<file path="src/rtl/score_keeper.sv">
// Score keeper for a two-team ball game: edge-detects goal flags, tracks both scores,
// sequences serves and post-goal pauses, and drives seven-segment images of the scores.
module score_keeper #(
    parameter int unsigned WIN_SCORE        = 7,
    parameter int unsigned GOAL_HOLD_CYCLES = 50000000
) (
    input  logic       clk,
    input  logic       rst_n,
    input  logic       score_to_team1,
    input  logic       score_to_team2,
    input  logic       start_button,
    output logic [3:0] team1_score,
    output logic [3:0] team2_score,
    output logic [6:0] team1_hex,
    output logic [6:0] team2_hex,
    output logic       round_active,
    output logic       ball_serve,
    output logic [1:0] winner
);

    typedef enum logic [1:0] {
        StIdle,
        StPlay,
        StGoalHold,
        StMatchOver
    } state_e;

    localparam logic [3:0]  MaxScore = 4'd9;
    localparam logic [3:0]  WinScore = 4'(WIN_SCORE);
    localparam logic [31:0] HoldLast = 32'(GOAL_HOLD_CYCLES - 1);

    state_e      state_q, state_d;
    logic        start_prev_q, start_prev_d;
    logic        goal1_prev_q, goal1_prev_d;
    logic        goal2_prev_q, goal2_prev_d;
    logic [3:0]  team1_score_q, team1_score_d;
    logic [3:0]  team2_score_q, team2_score_d;
    logic [1:0]  winner_q, winner_d;
    logic [31:0] hold_cnt_q, hold_cnt_d;
    logic        ball_serve_q, ball_serve_d;

    logic       start_rise, goal1_rise, goal2_rise;
    logic [3:0] team1_inc, team2_inc;

    function automatic logic [6:0] seg7(input logic [3:0] value);
        logic [6:0] segs;
        case (value)
            4'd0:    segs = 7'b1000000;
            4'd1:    segs = 7'b1111001;
            4'd2:    segs = 7'b0100100;
            4'd3:    segs = 7'b0110000;
            4'd4:    segs = 7'b0011001;
            4'd5:    segs = 7'b0010010;
            4'd6:    segs = 7'b0000010;
            4'd7:    segs = 7'b1111000;
            4'd8:    segs = 7'b0000000;
            4'd9:    segs = 7'b0010000;
            default: segs = 7'b1111111;
        endcase
        return segs;
    endfunction

    // Previous-cycle samples feed edge detection in every state.
    assign start_prev_d = start_button;
    assign goal1_prev_d = score_to_team1;
    assign goal2_prev_d = score_to_team2;

    assign start_rise = start_button & ~start_prev_q;
    assign goal1_rise = score_to_team1 & ~goal1_prev_q;
    assign goal2_rise = score_to_team2 & ~goal2_prev_q;

    assign team1_inc = (team1_score_q < MaxScore) ? team1_score_q + 4'd1 : MaxScore;
    assign team2_inc = (team2_score_q < MaxScore) ? team2_score_q + 4'd1 : MaxScore;

    always_comb begin
        state_d       = state_q;
        team1_score_d = team1_score_q;
        team2_score_d = team2_score_q;
        winner_d      = winner_q;
        hold_cnt_d    = hold_cnt_q;
        ball_serve_d  = 1'b0;

        unique case (state_q)
            StIdle: begin
                if (start_rise) begin
                    state_d      = StPlay;
                    ball_serve_d = 1'b1;
                end
            end

            StPlay: begin
                if (goal1_rise && goal2_rise) begin
                    // Simultaneous goals are a wash: no point, but the ball is re-served.
                    state_d    = StGoalHold;
                    hold_cnt_d = '0;
                end else if (goal1_rise) begin
                    team1_score_d = team1_inc;
                    if (team1_inc == WinScore) begin
                        state_d  = StMatchOver;
                        winner_d = 2'b01;
                    end else begin
                        state_d    = StGoalHold;
                        hold_cnt_d = '0;
                    end
                end else if (goal2_rise) begin
                    team2_score_d = team2_inc;
                    if (team2_inc == WinScore) begin
                        state_d  = StMatchOver;
                        winner_d = 2'b10;
                    end else begin
                        state_d    = StGoalHold;
                        hold_cnt_d = '0;
                    end
                end
            end

            StGoalHold: begin
                hold_cnt_d = hold_cnt_q + 32'd1;
                if (hold_cnt_q == HoldLast) begin
                    state_d      = StPlay;
                    ball_serve_d = 1'b1;
                end
            end

            StMatchOver: begin
                if (start_rise) begin
                    state_d       = StIdle;
                    team1_score_d = '0;
                    team2_score_d = '0;
                    winner_d      = 2'b00;
                end
            end

            default: state_d = StIdle;
        endcase
    end

    always_ff @(posedge clk) begin
        if (!rst_n) begin
            state_q       <= StIdle;
            start_prev_q  <= 1'b1;
            goal1_prev_q  <= 1'b1;
            goal2_prev_q  <= 1'b1;
            team1_score_q <= '0;
            team2_score_q <= '0;
            winner_q      <= 2'b00;
            hold_cnt_q    <= '0;
            ball_serve_q  <= 1'b0;
        end else begin
            state_q       <= state_d;
            start_prev_q  <= start_prev_d;
            goal1_prev_q  <= goal1_prev_d;
            goal2_prev_q  <= goal2_prev_d;
            team1_score_q <= team1_score_d;
            team2_score_q <= team2_score_d;
            winner_q      <= winner_d;
            hold_cnt_q    <= hold_cnt_d;
            ball_serve_q  <= ball_serve_d;
        end
    end

    assign team1_score  = team1_score_q;
    assign team2_score  = team2_score_q;
    assign team1_hex    = seg7(team1_score_q);
    assign team2_hex    = seg7(team2_score_q);
    assign round_active = (state_q == StPlay);
    assign ball_serve   = ball_serve_q;
    assign winner       = winner_q;

endmodule

</file>
<file path="config.mk">
export PLATFORM = sky130hd
export DESIGN_NAME = score_keeper
export DESIGN_NICKNAME = d
export VERILOG_FILES = /design/src/rtl/score_keeper.sv
export SDC_FILE = /design/constraint.sdc
export NUM_CORES = 1
export LEC_CHECK = 0
export BUFFER_PORTS_ARGS = -buffer_cell sky130_fd_sc_hd__buf_2
export CORE_MARGIN = 4
export CORE_UTILIZATION = 24
export DETAILED_ROUTE_END_ITERATION = 8
export PLACE_DENSITY = 0.43
export SYNTH_ARGS = -nofsm -noshare
export SYNTH_HDL_FRONTEND = slang
export SYNTH_SLANG_ARGS = --single-unit
export TNS_END_PERCENT = 10
</file>
<file path="constraint.sdc">
create_clock -name clk -period 7.73 [get_ports clk]
set_input_delay 1.546 -clock clk [delete_from_list [all_inputs] [get_ports clk]]
set_output_delay 1.546 -clock clk [all_outputs]
set_load 0.01 [all_outputs]
</file>
==> Word-level counts from Yosys, hierarchy flattened <==
Memory sizes are Yosys's and may differ from the RTL's. A register that Yosys moved wholly into a read port is not among the register bits.
Cells that the tools add are included.
{ "word_totals": {"ff_bits": 48, "romBits": 224, "inputBits": 5, "memories": 2} }
{ "mem_list": {"columns": ["name", "depth", "width", "rd", "rd_clocked_by_memory_dff", "write_ports", "line_no", "source"], "rows": [
  ["(no name shown)", 16, 7, 1, 1, 0, "47", "case (value)"],
  ["(no name shown)", 16, 7, 1, 1, 0, "47", null]
]} }
{ "classes": {"n_addsub": 3, "n_lt_le_gt_ge": 2, "n_eq_ne": 19, "n_mux": 38, "n_bitwise": 6, "n_reduce_logical": 9} }
{ "op_table": {"columns": ["operator", "count"], "rows": [
  ["two-way mux 32 bit", 5],
  ["one-hot mux 32 bit (2 select lines)", 1],
  ["two-way mux 4 bit", 12],
  ["adder 32 x 1 -> 32 bit (second input constant)", 1],
  ["== test 32 x 26 -> 1 bit (second input constant)", 1],
  ["two-way mux 2 bit", 11],
  ["one-hot mux 4 bit (2 select lines)", 2],
  ["AND reduction 4 bit", 3],
  ["!= test 2 bit (second input constant)", 5],
  ["adder 4 x 1 -> 4 bit (second input constant)", 2],
  ["== test 4 x 3 -> 1 bit (second input constant)", 2],
  ["< comparator 4 bit (second input constant)", 2],
  ["!= test 4 bit (second input constant)", 2],
  ["one-hot mux 2 bit (4 select lines)", 1],
  ["!= test 3 x 1 -> 1 bit (second input constant)", 2],
  ["AND reduction 6 bit", 1],
  ["AND reduction 5 bit", 1],
  ["== test 2 bit (second input constant)", 2],
  ["two-way mux 1 bit", 4],
  ["!= test 2 x 1 -> 1 bit (second input constant)", 2],
  ["!= test 4 x 1 -> 1 bit (second input constant)", 1],
  ["one-hot mux 2 bit (2 select lines)", 1],
  ["nonzero test 2 bit", 2],
  ["bitwise AND 1 bit", 3],
  ["other kinds (6)", 8]
]} }

==> Logic depth before layout (Yosys ltp) <==
{ "depth": {"depth_word": 8, "ltp_mapped": 12, "mapped_depth_nobuf": 11} }

==> Worst setup path before layout <==
No wires, ideal clock.
{ "synth_path": {"path_kind": "input port to flip-flop", "from": "input port score_to_team1", "to": "register team2_hex[1] (netlist name)", "t_arrival_ns": 3.456, "required_ns": 7.629, "path_slack_ns": 4.173, "path_stages": 7, "path_buffers": 1, "cell_sequence": "and2b_1 -> a222oi_1 -> buf_4 -> or4b_1 -> and2_1 -> ha_1 -> o41ai_1"} }
{ "synth_via": {"elab_chain_cells": 6, "elab_cells_between_ends": 7, "cone_classes": "2 x eq/ne; 2 x mux; 1 x bitwise; 2 x reduce/logical"} }
{ "synth_lines": {"columns": ["element", "line_no", "source"], "rows": [
  ["start, declared", "9", "input logic score_to_team1,"],
  ["bitwise AND 1 bit (*)", "69", "assign goal1_rise = score_to_team1 & ~goal1_prev_q;"],
  ["logical AND 1 bit", "92", "if (goal1_rise && goal2_rise) begin"],
  ["!= test 2 bit (no source line)", null, null],
  ["AND reduction 5 bit (no source line) (*)", null, null],
  ["two-way mux 4 bit (no source line) (*) (2 in series)", null, null]
]} }
Mark *: on every way between the ends. The rest lies on a longest branch, timed or not.
A chain may end at the register's enable or synchronous reset.

==> Worst setup path in the final report <==
{ "layout_path": {"from": "input port score_to_team1", "to": "register team2_hex[1] (netlist name)"} }
{ "layout_via": {"elab_chain_cells": 6, "elab_cells_between_ends": 7, "cone_classes": "2 x eq/ne; 2 x mux; 1 x bitwise; 2 x reduce/logical"} }
{ "layout_lines": {"columns": ["element", "line_no"], "rows": [
  ["bitwise AND 1 bit (*)", "69"],
  ["logical AND 1 bit", "92"],
  ["!= test 2 bit (no source line)", null],
  ["AND reduction 5 bit (no source line) (*)", null],
  ["two-way mux 4 bit (no source line) (*) (2 in series)", null]
]} }
Marked as above.

==> flow_summary.json <==
{
  "period_share_pct": 51.4,
  "hold_end": "hold_cnt_q[20]$_SDFFE_PN0P_",
  "cp.arrival_ns": 4.20,
  "cts_root_buf": "clkbuf_16",
  "synth_seq_area_share_pct": 36.1,
  "pin_count": 31,
  "initialDrtViolationCount": 191,
  "yosys_warnings": 0,
  "ys_seq_elements": 62,
  "synth_area_um2": 3440,
  "skew_ns": 0.00589,
  "fmax_ghz": 0.252,
  "status": "finished, final reports clean",
  "routedWlPerCell_um": 14.0,
  "rrSetupSlack_ns": 4.09,
  "synth-edff-count": 0,
  "wirelength_mm": 8.61,
  "track_usage_pct": 10.8,
  "drc": 0,
  "max-cap-violations": 0,
  "area_growth_pct": 17.8,
  "antenna_found_initial": 0,
  "cts_tree": "yes",
  "final_util_pct": 29.1,
  "cts-buffers-inserted": 9,
  "postRouteAntennaNets": 0,
  "critPathLaunchType": "primary input",
  "critPathCaptureType": "register",
  "cts_sinks": 62,
  "power.density_nw_per_um2": 274,
  "finalWeightedCongestion": 0.767,
  "viasPerCell": 5.00,
  "io_buffers": 30,
  "min_from": "hold_cnt_q[20]$_SDFFE_PN0P_",
  "final_common_cell": "dfxtp_1",
  "syn_inst": 402,
  "netlist.top_cell.by_area": "dfxtp_1",
  "vias": 3065,
  "dieArea_um2": 16300,
  "setup_viol": 0,
  "drtPass1Iterations": 5,
  "fp.dieH_um": 128,
  "clk_latency_ns": 0.33,
  "clk_pin_slew_worst_paths_ns": 0.05,
  "final_layout_size_suffix_gt1_share_pct": 14.5,
  "syn_avg_cell_area_um2": 8.56,
  "r2r_start": "state_q[0]$_SDFFE_PN0P_",
  "post-cts-setup-buffers": 0,
  "fillCellCount": 1478,
  "synthFlopType": "dfxtp_1",
  "slew_headroom_pct": 28.9,
  "holdWs_ns": 0.489,
  "rows": 43,
  "ctsHoldBuffers": 0,
  "die_x_um": 128,
  "cts_resized": 0,
  "drv_slew": 0,
  "cp_data_required_time_ns": 7.96,
  "ctsLongestPathBuffers": 2,
  "synth_async_sr_flop_share_pct": 0,
  "tightest_slew_ns": 1.07,
  "final_cell_mix": "dfxtp_1 (62), a21oi_1 (33), buf_2 (30)",
  "hpwl_mm": 6.11,
  "p_leak_nw": 1.53,
  "hold_path_depth": 2,
  "rsz0062_at_grt": "false",
  "synth_fp_nets": 427,
  "grt_pass1_wl_mm": 14.4,
  "hold_viol_final": 0,
  "antenna_cells": 0,
  "ir_drop_mv": 0.110,
  "worst_hold_path_type": "reg -> reg",
  "grt_pass1_vias": 2806,
  "overflow": 0,
  "cts-htree-levels": 3,
  "r2r_end": "team2_hex[1]$_DFF_P_",
  "crit_fanout": 7,
  "criticalPathCategory": "in -> reg",
  "synth.top_cell.area_share_pct": 36.1,
  "synthTopCellsByArea": "dfxtp_1 (36%), ha_1 (7.3%), a21oi_1 (4.8%)",
  "coreArea_um2": 13900,
  "initial_core_util_pct": 24.7,
  "finalPower_mw": 1.11,
  "setup_tns_ns": 0,
  "ys_types": 68,
  "r2r_cells": 7,
  "final_nets": 454,
  "grt_max_degree": 25,
  "min_period_ns": 3.97
}
-- flip-flops by register name (all words and copies together), names as in the netlist --
register and count:
start_prev_q 1, ball_serve 1, goal2_prev_q 1, winner 2
team2_score 4, goal1_prev_q 1, state_q 2, hold_cnt_q 32
team1_hex 7, team2_hex 7, team1_score 4
-- kinds of logic (layout without fill, tap and decap cells) --
group                    count (synthesis)  in the layout  share of synthesized area [%]
AO/OA/AOI/OAI                          102            102                           20.4
adder cells (fa/ha/maj)                 20             20                           7.28
buffers and inverters                   46             77                           5.38
multiplexers                            17             17                           5.02
flip-flops                              62             62                           36.1
AND/OR/NAND/NOR                        150            150                           24.6
XOR/XNOR                                 5              5                           1.27
-- critical path: stages --
cell and delay [ns]:
buf_2 0.11, and2b_1 0.22, a222oi_1 0.90, or4b_1 0.52
and2_1 0.25, ha_1 0.32, o41ai_1 0.33
-- metal layers --
layer	wire length (um)	GRT usage, %	vias up
met4	167	4.49	0
met3	213	1.88	12
li1	-	-	1548
met2	3840	16.4	38
met1	4390	15.2	1467
met5	0	0	-
-- report_power, final --
group          switching, mW  leakage (nW)  internal (mW)  total, mW
Clock                  0.143         0.141          0.255      0.398
Combinational          0.209         0.884          0.128      0.337
Sequential            0.0209         0.502          0.354      0.375
-- stage by stage --
step | cells | worst slack (ns) | area (um2)
2_1_floorplan | 402 | 4.17 | 3440
3_3_place_gp | 598 | 3.48 | 3760
3_5_place_dp | 598 | 3.41 | 3760
4_1_cts | 613 | 3.74 | 4050
5_1_grt | 613 | 3.51 | 4050
6_report | 613 | 3.76 | 4050
-- worst max-delay path by stage --
stage / cells past startpoint / from / to / slack, ns
5_1_grt: 7 / score_to_team1 / team2_hex[1]$_DFF_P_ / 3.51
4_1_cts: 7 / score_to_team1 / team2_hex[1]$_DFF_P_ / 3.74
6_report: 7 / score_to_team1 / team2_hex[1]$_DFF_P_ / 3.76
3_5_place_dp: 7 / score_to_team1 / team2_hex[1]$_DFF_P_ / 3.41
2_1_floorplan: 7 / score_to_team1 / team2_hex[1]$_DFF_P_ / 4.17
3_3_place_gp: 7 / score_to_team1 / team2_hex[1]$_DFF_P_ / 3.48
-- synthesized netlist by cell type (all sizes together), types with 12 or more instances --
cell,n
or4,12
ha,20
dfxtp,62
nand4,14
or3,15
nand2,25
o21ai,21
nand3,16
nor2,24
inv,28
mux2i,15
a21oi,34
-- layout make-up --
| type | instances | area [um2] | share of cell area [%] |
|---|---|---|---|
| Multi-Input combinational cell | 294 | 2010 | 49.7 |
| Sequential cell | 62 | 1240 | 30.6 |
| Clock buffer | 11 | 243 | 5.99 |
| Tap cell | 180 | 225 | 5.56 |
| Timing Repair Buffer | 33 | 173 | 4.26 |
| Inverter | 29 | 109 | 2.69 |
| Clock inverter | 4 | 47.5 | 1.17 |
(Power assumes the default switching activity.)
